[config.mk]
export PLATFORM = sky130hd
export DESIGN_NAME = popcount_frame_acc
export DESIGN_NICKNAME = d
export VERILOG_FILES = /design/src/rtl/popcount_frame_acc.sv
export SDC_FILE = /design/constraint.sdc
export NUM_CORES = 1
export LEC_CHECK = 0
export BUFFER_PORTS_ARGS = -buffer_cell sky130_fd_sc_hd__buf_2
export CAP_MARGIN = 20
export CORE_MARGIN = 3
export CORE_UTILIZATION = 47
export DETAILED_ROUTE_END_ITERATION = 16
export PLACE_DENSITY = 0.79
export SLEW_MARGIN = 20
export SYNTH_ARGS = -nofsm -noshare
export SYNTH_HDL_FRONTEND = slang
export SYNTH_SLANG_ARGS = --single-unit
export TNS_END_PERCENT = 50
[constraint.sdc]
create_clock -name clk -period 2.1 [get_ports clk]
set_input_delay 0.21 -clock clk [delete_from_list [all_inputs] [get_ports clk]]
set_output_delay 0.21 -clock clk [all_outputs]
set_load 0.005 [all_outputs]
[src/rtl/popcount_frame_acc.sv]
// Frames the per-nibble ones-count stream: sums FRAME_LEN accepted counts,
// tracks the peak and an error flag, then holds the result on a valid/ready port.
module popcount_frame_acc #(
  parameter int unsigned FRAME_LEN = 16,
  parameter int unsigned ACC_W     = 7
) (
  input  logic             clk,
  input  logic             rst,
  input  logic             in_valid,
  input  logic [2:0]       in_count,
  output logic             in_ready,
  output logic             out_valid,
  input  logic             out_ready,
  output logic [ACC_W-1:0] out_total,
  output logic [2:0]       out_peak,
  output logic             out_err
);

  localparam int unsigned CNT_W = $clog2(FRAME_LEN + 1);
  localparam int unsigned SUM_W = ACC_W + 1;
  localparam logic [CNT_W-1:0] LAST_BEAT = CNT_W'(FRAME_LEN - 1);
  localparam logic [ACC_W-1:0] ACC_MAX   = {ACC_W{1'b1}};

  typedef enum logic [0:0] {
    ST_ACCUM = 1'b0,
    ST_HOLD  = 1'b1
  } state_t;

  state_t           state_q, state_d;
  logic [ACC_W-1:0] acc_q, acc_d;
  logic [2:0]       peak_q, peak_d;
  logic             err_q, err_d;
  logic [CNT_W-1:0] beat_cnt_q, beat_cnt_d;

  logic [2:0]       clamped_s;
  logic [SUM_W-1:0] sum_s;

  function automatic logic [2:0] clamp_count(input logic [2:0] c);
    if (c > 3'd4) begin
      return 3'd4;
    end else begin
      return c;
    end
  endfunction

  function automatic logic is_illegal(input logic [2:0] c);
    return (c > 3'd4);
  endfunction

  assign clamped_s = clamp_count(in_count);
  assign sum_s     = {1'b0, acc_q} + {{(SUM_W-3){1'b0}}, clamped_s};

  // Handshake signals depend only on state and reset.
  assign in_ready  = (state_q == ST_ACCUM) && !rst;
  assign out_valid = (state_q == ST_HOLD) && !rst;
  assign out_total = acc_q;
  assign out_peak  = peak_q;
  assign out_err   = err_q;

  // Next-state and accumulator update logic.
  always_comb begin
    state_d    = state_q;
    acc_d      = acc_q;
    peak_d     = peak_q;
    err_d      = err_q;
    beat_cnt_d = beat_cnt_q;
    case (state_q)
      ST_ACCUM: begin
        if (in_valid) begin
          // Saturate rather than wrap when ACC_W is undersized.
          if (sum_s > {1'b0, ACC_MAX}) begin
            acc_d = ACC_MAX;
            err_d = 1'b1;
          end else begin
            acc_d = sum_s[ACC_W-1:0];
          end
          if (is_illegal(in_count)) begin
            err_d = 1'b1;
          end else begin
            err_d = err_d;
          end
          if (clamped_s > peak_q) begin
            peak_d = clamped_s;
          end else begin
            peak_d = peak_q;
          end
          if (beat_cnt_q == LAST_BEAT) begin
            beat_cnt_d = {CNT_W{1'b0}};
            state_d    = ST_HOLD;
          end else begin
            beat_cnt_d = beat_cnt_q + {{(CNT_W-1){1'b0}}, 1'b1};
          end
        end else begin
          state_d = ST_ACCUM;
        end
      end
      ST_HOLD: begin
        if (out_ready) begin
          state_d = ST_ACCUM;
          acc_d   = {ACC_W{1'b0}};
          peak_d  = 3'd0;
          err_d   = 1'b0;
        end else begin
          state_d = ST_HOLD;
        end
      end
      default: begin
        state_d    = ST_ACCUM;
        acc_d      = {ACC_W{1'b0}};
        peak_d     = 3'd0;
        err_d      = 1'b0;
        beat_cnt_d = {CNT_W{1'b0}};
      end
    endcase
  end

  // State and accumulator registers with synchronous reset.
  always_ff @(posedge clk) begin
    if (rst) begin
      state_q    <= ST_ACCUM;
      acc_q      <= {ACC_W{1'b0}};
      peak_q     <= 3'd0;
      err_q      <= 1'b0;
      beat_cnt_q <= {CNT_W{1'b0}};
    end else begin
      state_q    <= state_d;
      acc_q      <= acc_d;
      peak_q     <= peak_d;
      err_q      <= err_d;
      beat_cnt_q <= beat_cnt_d;
    end
  end

endmodule

==> reports/qor.yml, run 1 <==
use_met3_pct: 3.44
worst_pin_slew_ns: 0.546
drtIter0Drc: 25
synth_seq_cells: 17
clk_pin_slew_ns: 0.09
post-place-ws_ns: 0.166
grt_pass1_vias: 891
dpl.hpwl_um: 1740
synth_ff_type: "dfxtp_1"
clk_latency_ns: 0.29
p_int_uw: 457
fmax_ghz: 0.543
synthesis.area_sq_um: 995
setup_viol: 0
rows: 16
maxSlewViolCount: 0
timing.slew.headroom_pct: 63.3
path_class: "reg2reg"
nFillCells: 188
grt_usage_pct: 17.9
rsz0062_at_grt: "no"
wire_per_inst_um: 13.5
cts.sinks: 17
syn_to_final_growth_pct: 14.0
leakagePower_uw: 0.000473
avgViaCountPerCell: 5.72
initial_core_util_pct: 50.2
cts_buffers: 3
period_needed_ns: 1.84
seqPwrFrac_pct: 54.5
post-route-drc-count: 0
regArea_sq_um: 340
holdCritPathClass: "in2reg"
vias: 966
drt-total-wl_um: 2290
layout-drive-gt1-share_pct: 19.0
pwr-share-comb_pct: 18.3
finalHoldViolCount: 0
worstPathCellList: "inv_1 -> ha_1 -> nor3b_1 -> nor4_1 -> or4_1 -> a21oi_1"
cp.required_ns: 2.32
grt_max_degree: 20
htreeDepth: 1
yosysTopAreaCellShare_pct: 34.2
core_area_sq_mm: 0.00198
top_usage_layer: "met2"
maxCapViolCount: 0
synth_cell_type_count: 40
synth_commonest_cells: "dfxtp_1, a21oi_1, nand2_1, nor2_1, o21ai_0"
p_switching_uw: 179
cpPeakStageDelay_ns: 0.50
dieWidth_um: 52.0
ys_seq_area_share_pct: 34.2
end_kind: "flop"
numPortBuffers: 19
dieArea_sq_mm: 0.00270
ctsResizeCount: 0
fin_worst_skew_ns: 0.00794
tns_ns: 0
holdBufCountCts: 0
crit_slowest_cell: "or4_1"
syn_nets: 136
overflow: 0
grtUsageMet1_pct: 21.8
gr-usage-met2_pct: 30.8
irDropWorstVdd_mv: 0.375
crit_arrival_ns: 2.06
power-per-cell-area_mw_per_mm2: 561
ant_nets: 0
multiInputGateArea_sq_um: 603
synth_cells: 123
synth_edf_count: 0
cts_buffer_depth: 2
cts_root_buf: "clkbuf_4"
cp_max_fo: 4
dr.pass1.iters: 4
p_clk_share_pct: 27.2
startpoint_type: "flop"
status: "finished clean"
nets: 156
fin_ws_ns: 0.258
finalCritPeriodShare_pct: 87.7
avgSynthCellArea_sq_um: 8.09
synth_warnings: 0
ioPinCount: 20
grt_pass1_wl_um: 3730
die_h_um: 52.0
async_flop_share_pct: 0
yosysTopAreaCell: "dfxtp_1"
routabilityCongestion: 0.822
post_cts_buffers: 0
netSwitchingFraction_pct: 28.1
n_antenna_cell: 0
synth_most_common_cell: "dfxtp_1"
cts_tree: "built"
grt_antenna_before_repair: 0
synth_area_leaders: "dfxtp_1, ha_1, a21oi_1"
## registers in the layout, indices dropped and copies added (netlist names)
register	cells
beat_cnt_q	5
out_peak	3
state_q	1
out_err	1
out_total	7
## final timing paths
| path | start | to | slack (ns) | cells past startpoint |
|---|---|---|---|---|
| max reg2reg | out_peak[2]$_SDFFE_PP0P_ | out_peak[1]$_SDFFE_PP0P_ | 0.26 | 6 |
| min reg2reg | beat_cnt_q[1]$_SDFFE_PP0P_ | beat_cnt_q[1]$_SDFFE_PP0P_ | 0.49 | 2 |
| min | out_ready | state_q$_SDFF_PP0_ | 0.25 | 3 |
| max | out_peak[2]$_SDFFE_PP0P_ | out_peak[1]$_SDFFE_PP0P_ | 0.26 | 6 |
## cells in the final DEF, fill, tap and decap left out, types with 2 or more instances in the layout
master / count
dfxtp_1: 17
o21ai_0: 11
nor2_1: 11
nand3_1: 4
nand2b_1: 4
or4_1: 2
nor3b_1: 2
nand2_1: 11
nand4_1: 2
xnor2_1: 2
buf_4: 2
inv_1: 5
a31oi_1: 3
clkbuf_4: 3
and2b_1: 2
ha_1: 6
a21oi_1: 13
buf_2: 19
## per-layer routing
layer,wire [um],up-vias
met4,39,0
met1,1020,453
met5,0,-
li1,-,487
met2,1130,20
met3,92,6
## area by class of cell
type / count / area share [%]
Tap cell: 27 / 2.98
Multi-Input combinational cell: 95 / 53.2
Clock inverter: 1 / 0.442
Clock buffer: 3 / 1.99
Sequential cell: 17 / 30.0
Inverter: 5 / 1.66
Timing Repair Buffer: 21 / 9.71
## power groups by stage
| stage | registers (uW) | logic (uW) | clock network [uW] |
|---|---|---|---|
| after floorplan | 353 | 79.0 | 0 |
| after global routing | 349 | 131 | 190 |
| after detailed placement | 354 | 116 | 0 |
| final | 346 | 116 | 173 |
| after global placement | 353 | 111 | 0 |
| after CTS | 347 | 117 | 176 |
## worst max-delay path: cells and delay by family (launching register included)
family                     cells  cell delay, ns
and+or+nand+nor                3            0.86
DFF                            1            0.35
adders and majority gates      1            0.34
AOI/OAI and AO/OA              1            0.16
buffers and inverters          1            0.06
## metrics by stage
| step | cell area [sq um] | power [uW] | std cells | hold slack (ns) | util, % |
|---|---|---|---|---|---|
| 2_1_floorplan | 995 | 432 | 123 | 0.379 | - |
| 3_3_place_gp | 1110 | 464 | 165 | 0.464 | 55.8 |
| 3_5_place_dp | 1110 | 470 | 165 | 0.474 | 55.8 |
| 4_1_cts | 1130 | 639 | 169 | 0.245 | 57.2 |
| 5_1_grt | 1130 | 670 | 169 | 0.250 | 57.2 |
| 6_report | 1130 | 635 | 169 | 0.255 | 57.2 |
## kinds of logic after synthesis
| group | after synthesis | share of synthesized area (%) |
|---|---|---|
| buffers and inverters | 11 | 5.16 |
| adders and majority gates | 6 | 7.55 |
| AOI/OAI and AO/OA | 39 | 24.0 |
| and+or+nand+nor | 46 | 24.8 |
| xor gates and xnor gates | 4 | 4.28 |
| DFF | 17 | 34.2 |
Note: power is estimated with default switching activity, not from simulation.
==> run 2: changes to the inputs <==
--- a/config.mk
+++ b/config.mk
@@ -11,6 +11,7 @@
 export CORE_UTILIZATION = 47
 export DETAILED_ROUTE_END_ITERATION = 16
 export PLACE_DENSITY = 0.79
+export RECOVER_POWER = 50
 export SLEW_MARGIN = 20
 export SYNTH_ARGS = -nofsm -noshare
 export SYNTH_HDL_FRONTEND = slang
==> run 2 against run 1 <==
Net effect:
- final area decreased by 0.77%
- critical path depth unchanged
- sequential power about the same
- non-clock buffer count unchanged
- via count increased by 0.62%
- core utilization decreased by 0.44 points
- global-route usage unchanged
==> reports/qor.yml, run 2 (synthesized netlist as in run 1, its figures left out) <==
status: "finished clean"
overflow: 0  # unchanged
cp.required_ns: 2.32  # about the same
dieArea_sq_mm: 0.00270  # unchanged
post_cts_buffers: 0  # unchanged
htreeDepth: 1  # unchanged
maxSlewViolCount: 0  # unchanged
clk_latency_ns: 0.29  # about the same
p_switching_uw: 178  # -0.47%
post-route-drc-count: 0  # unchanged
n_antenna_cell: 0  # unchanged
setup_viol: 0  # unchanged
pwr-share-comb_pct: 18.2  # about the same
tns_ns: 0  # unchanged
ant_nets: 0  # unchanged
dr.pass1.iters: 4  # unchanged
clk_pin_slew_ns: 0.09  # about the same
layout_commonest_cell: "dfxtp_1"
grt_usage_pct: 17.9  # unchanged
grt_max_degree: 20  # unchanged
nets: 156  # unchanged
vias: 972  # +0.62%
cts_buffers: 3  # unchanged
worst_pin_slew_ns: 0.539  # -0.00681 ns
finalCritPeriodShare_pct: 87.5  # -0.19 points
power-per-cell-area_mw_per_mm2: 563  # +0.41%
path_class: "reg2reg"
cp_max_fo: 4  # unchanged
cts_buffer_depth: 2  # unchanged
cts.sinks: 17  # unchanged
cts_tree: "built"
hold_ws_ns: 0.257  # +0.00271 ns
drtIter0Drc: 25  # unchanged
fmax_ghz: 0.544  # +0.22%
syn_to_final_growth_pct: 13.1
ioPinCount: 20  # unchanged
regArea_sq_um: 340  # unchanged
routabilityCongestion: 0.822  # unchanged
rows: 16  # unchanged
maxCapViolCount: 0  # unchanged
irDropWorstVdd_mv: 0.383  # +2.3%
nFillCells: 193  # +2.7%
finalHoldViolCount: 0  # unchanged
grt_pass1_vias: 891  # unchanged
layout-drive-gt1-share_pct: 15.5  # -3.5 points
seqPwrFrac_pct: 54.7  # +0.2 points
largest_reg_flops: 7  # unchanged
multiInputGateArea_sq_um: 603  # unchanged
drt-total-wl_um: 2280  # -0.48%
cts_root_buf: "clkbuf_4"
r2r_cells: 6  # unchanged
p_int_uw: 455  # -0.32%
initial_core_util_pct: 50.2  # unchanged
grt_antenna_before_repair: 0  # unchanged
final_util_pct: 56.8  # -0.44 points
grt_pass1_wl_um: 3730  # unchanged
finalNonFillerCells: 169  # unchanged
rsz0062_at_grt: "no"
fin_worst_skew_ns: 0.00789  # -0.0000446 ns
core_area_sq_mm: 0.00198  # unchanged
holdPathStages: 3  # unchanged
startpoint_type: "flop"
holdBufCountCts: 0  # unchanged
startpoint: "out_peak[2]$_SDFFE_PP0P_"
holdCritPathClass: "in2reg"
period_needed_ns: 1.84  # -0.00402 ns
avgViaCountPerCell: 5.75  # +0.62%
leakagePower_uw: 0.000453  # -4.3%
mostFrequentLayoutCells: "dfxtp_1, buf_2, a21oi_1"
end_kind: "flop"
die_h_um: 52.0  # unchanged
netSwitchingFraction_pct: 28.1  # -0.031 points
dieWidth_um: 52.0  # unchanged
ctsResizeCount: 0  # unchanged
numPortBuffers: 19  # unchanged
min-delay-start: "out_ready"
p_total_uw: 633  # -0.36%
p_clk_share_pct: 27.1  # about the same
wire_per_inst_um: 13.5  # -0.48%
crit-reg2reg-launch: "out_peak[2]$_SDFFE_PP0P_"
crit_arrival_ns: 2.05  # about the same
timing.slew.headroom_pct: 63.7  # +0.46 points
dp.cells: 165  # unchanged
dpl.hpwl_um: 1740  # unchanged
run 2: cell count changes in the layout (fill, tap and decap cells not counted), sizes merged:
cell	delta
clkbuf	+6
buf	-6
run 2: worst max-delay path, cell delays in order, from the launching register on:
cell,delay (ns)
dfxtp_1,0.35
inv_1,0.06
ha_1,0.33
nor3b_1,0.24
nor4_1,0.12
or4_1,0.50
a21oi_1,0.16
run 2: area by class of cell:
type | instances | share of cell area (%)
Clock buffer | 3 | 2.00
Clock inverter | 1 | 0.445
Inverter | 5 | 1.67
Multi-Input combinational cell | 95 | 53.6
Sequential cell | 17 | 30.3
Tap cell | 27 | 3.00
Timing Repair Buffer | 21 | 9.01
run 2: power by group through the flow:
| stage | clock (uW) | combinational [uW] | sequential (uW) |
|---|---|---|---|
| 5_1_grt | 190 | 130 | 349 |
| 2_1_floorplan | 0 | 79.0 | 353 |
| 4_1_cts | 176 | 117 | 347 |
| 3_5_place_dp | 0 | 116 | 354 |
| 6_report | 172 | 115 | 346 |
| 3_3_place_gp | 0 | 111 | 353 |
run 2: per-layer routing:
metal | track usage, % | routed length, um | part of all wire (%) | up-vias
met5 | 0 | 0 | 0 | -
met3 | 3.44 | 119 | 5.2 | 6
met2 | 30.8 | 1130 | 49 | 27
met4 | 6.99 | 37 | 1.6 | 0
li1 | - | - | - | 486
met1 | 21.8 | 993 | 44 | 453
run 2: worst paths after layout:
path	to	slack (ns)
worst max register to register	out_peak[1]$_SDFFE_PP0P_	0.26
worst min register to register	beat_cnt_q[1]$_SDFFE_PP0P_	0.49
worst min-delay path	state_q$_SDFF_PP0_	0.26
worst max-delay path	out_peak[1]$_SDFFE_PP0P_	0.26
run 2: through the flow:
step | cell area [sq um] | setup WS [ns]
2_1_floorplan | 995 | 0.466
3_3_place_gp | 1110 | 0.263
3_5_place_dp | 1110 | 0.166
4_1_cts | 1130 | 0.248
5_1_grt | 1120 | 0.0422
6_report | 1120 | 0.262
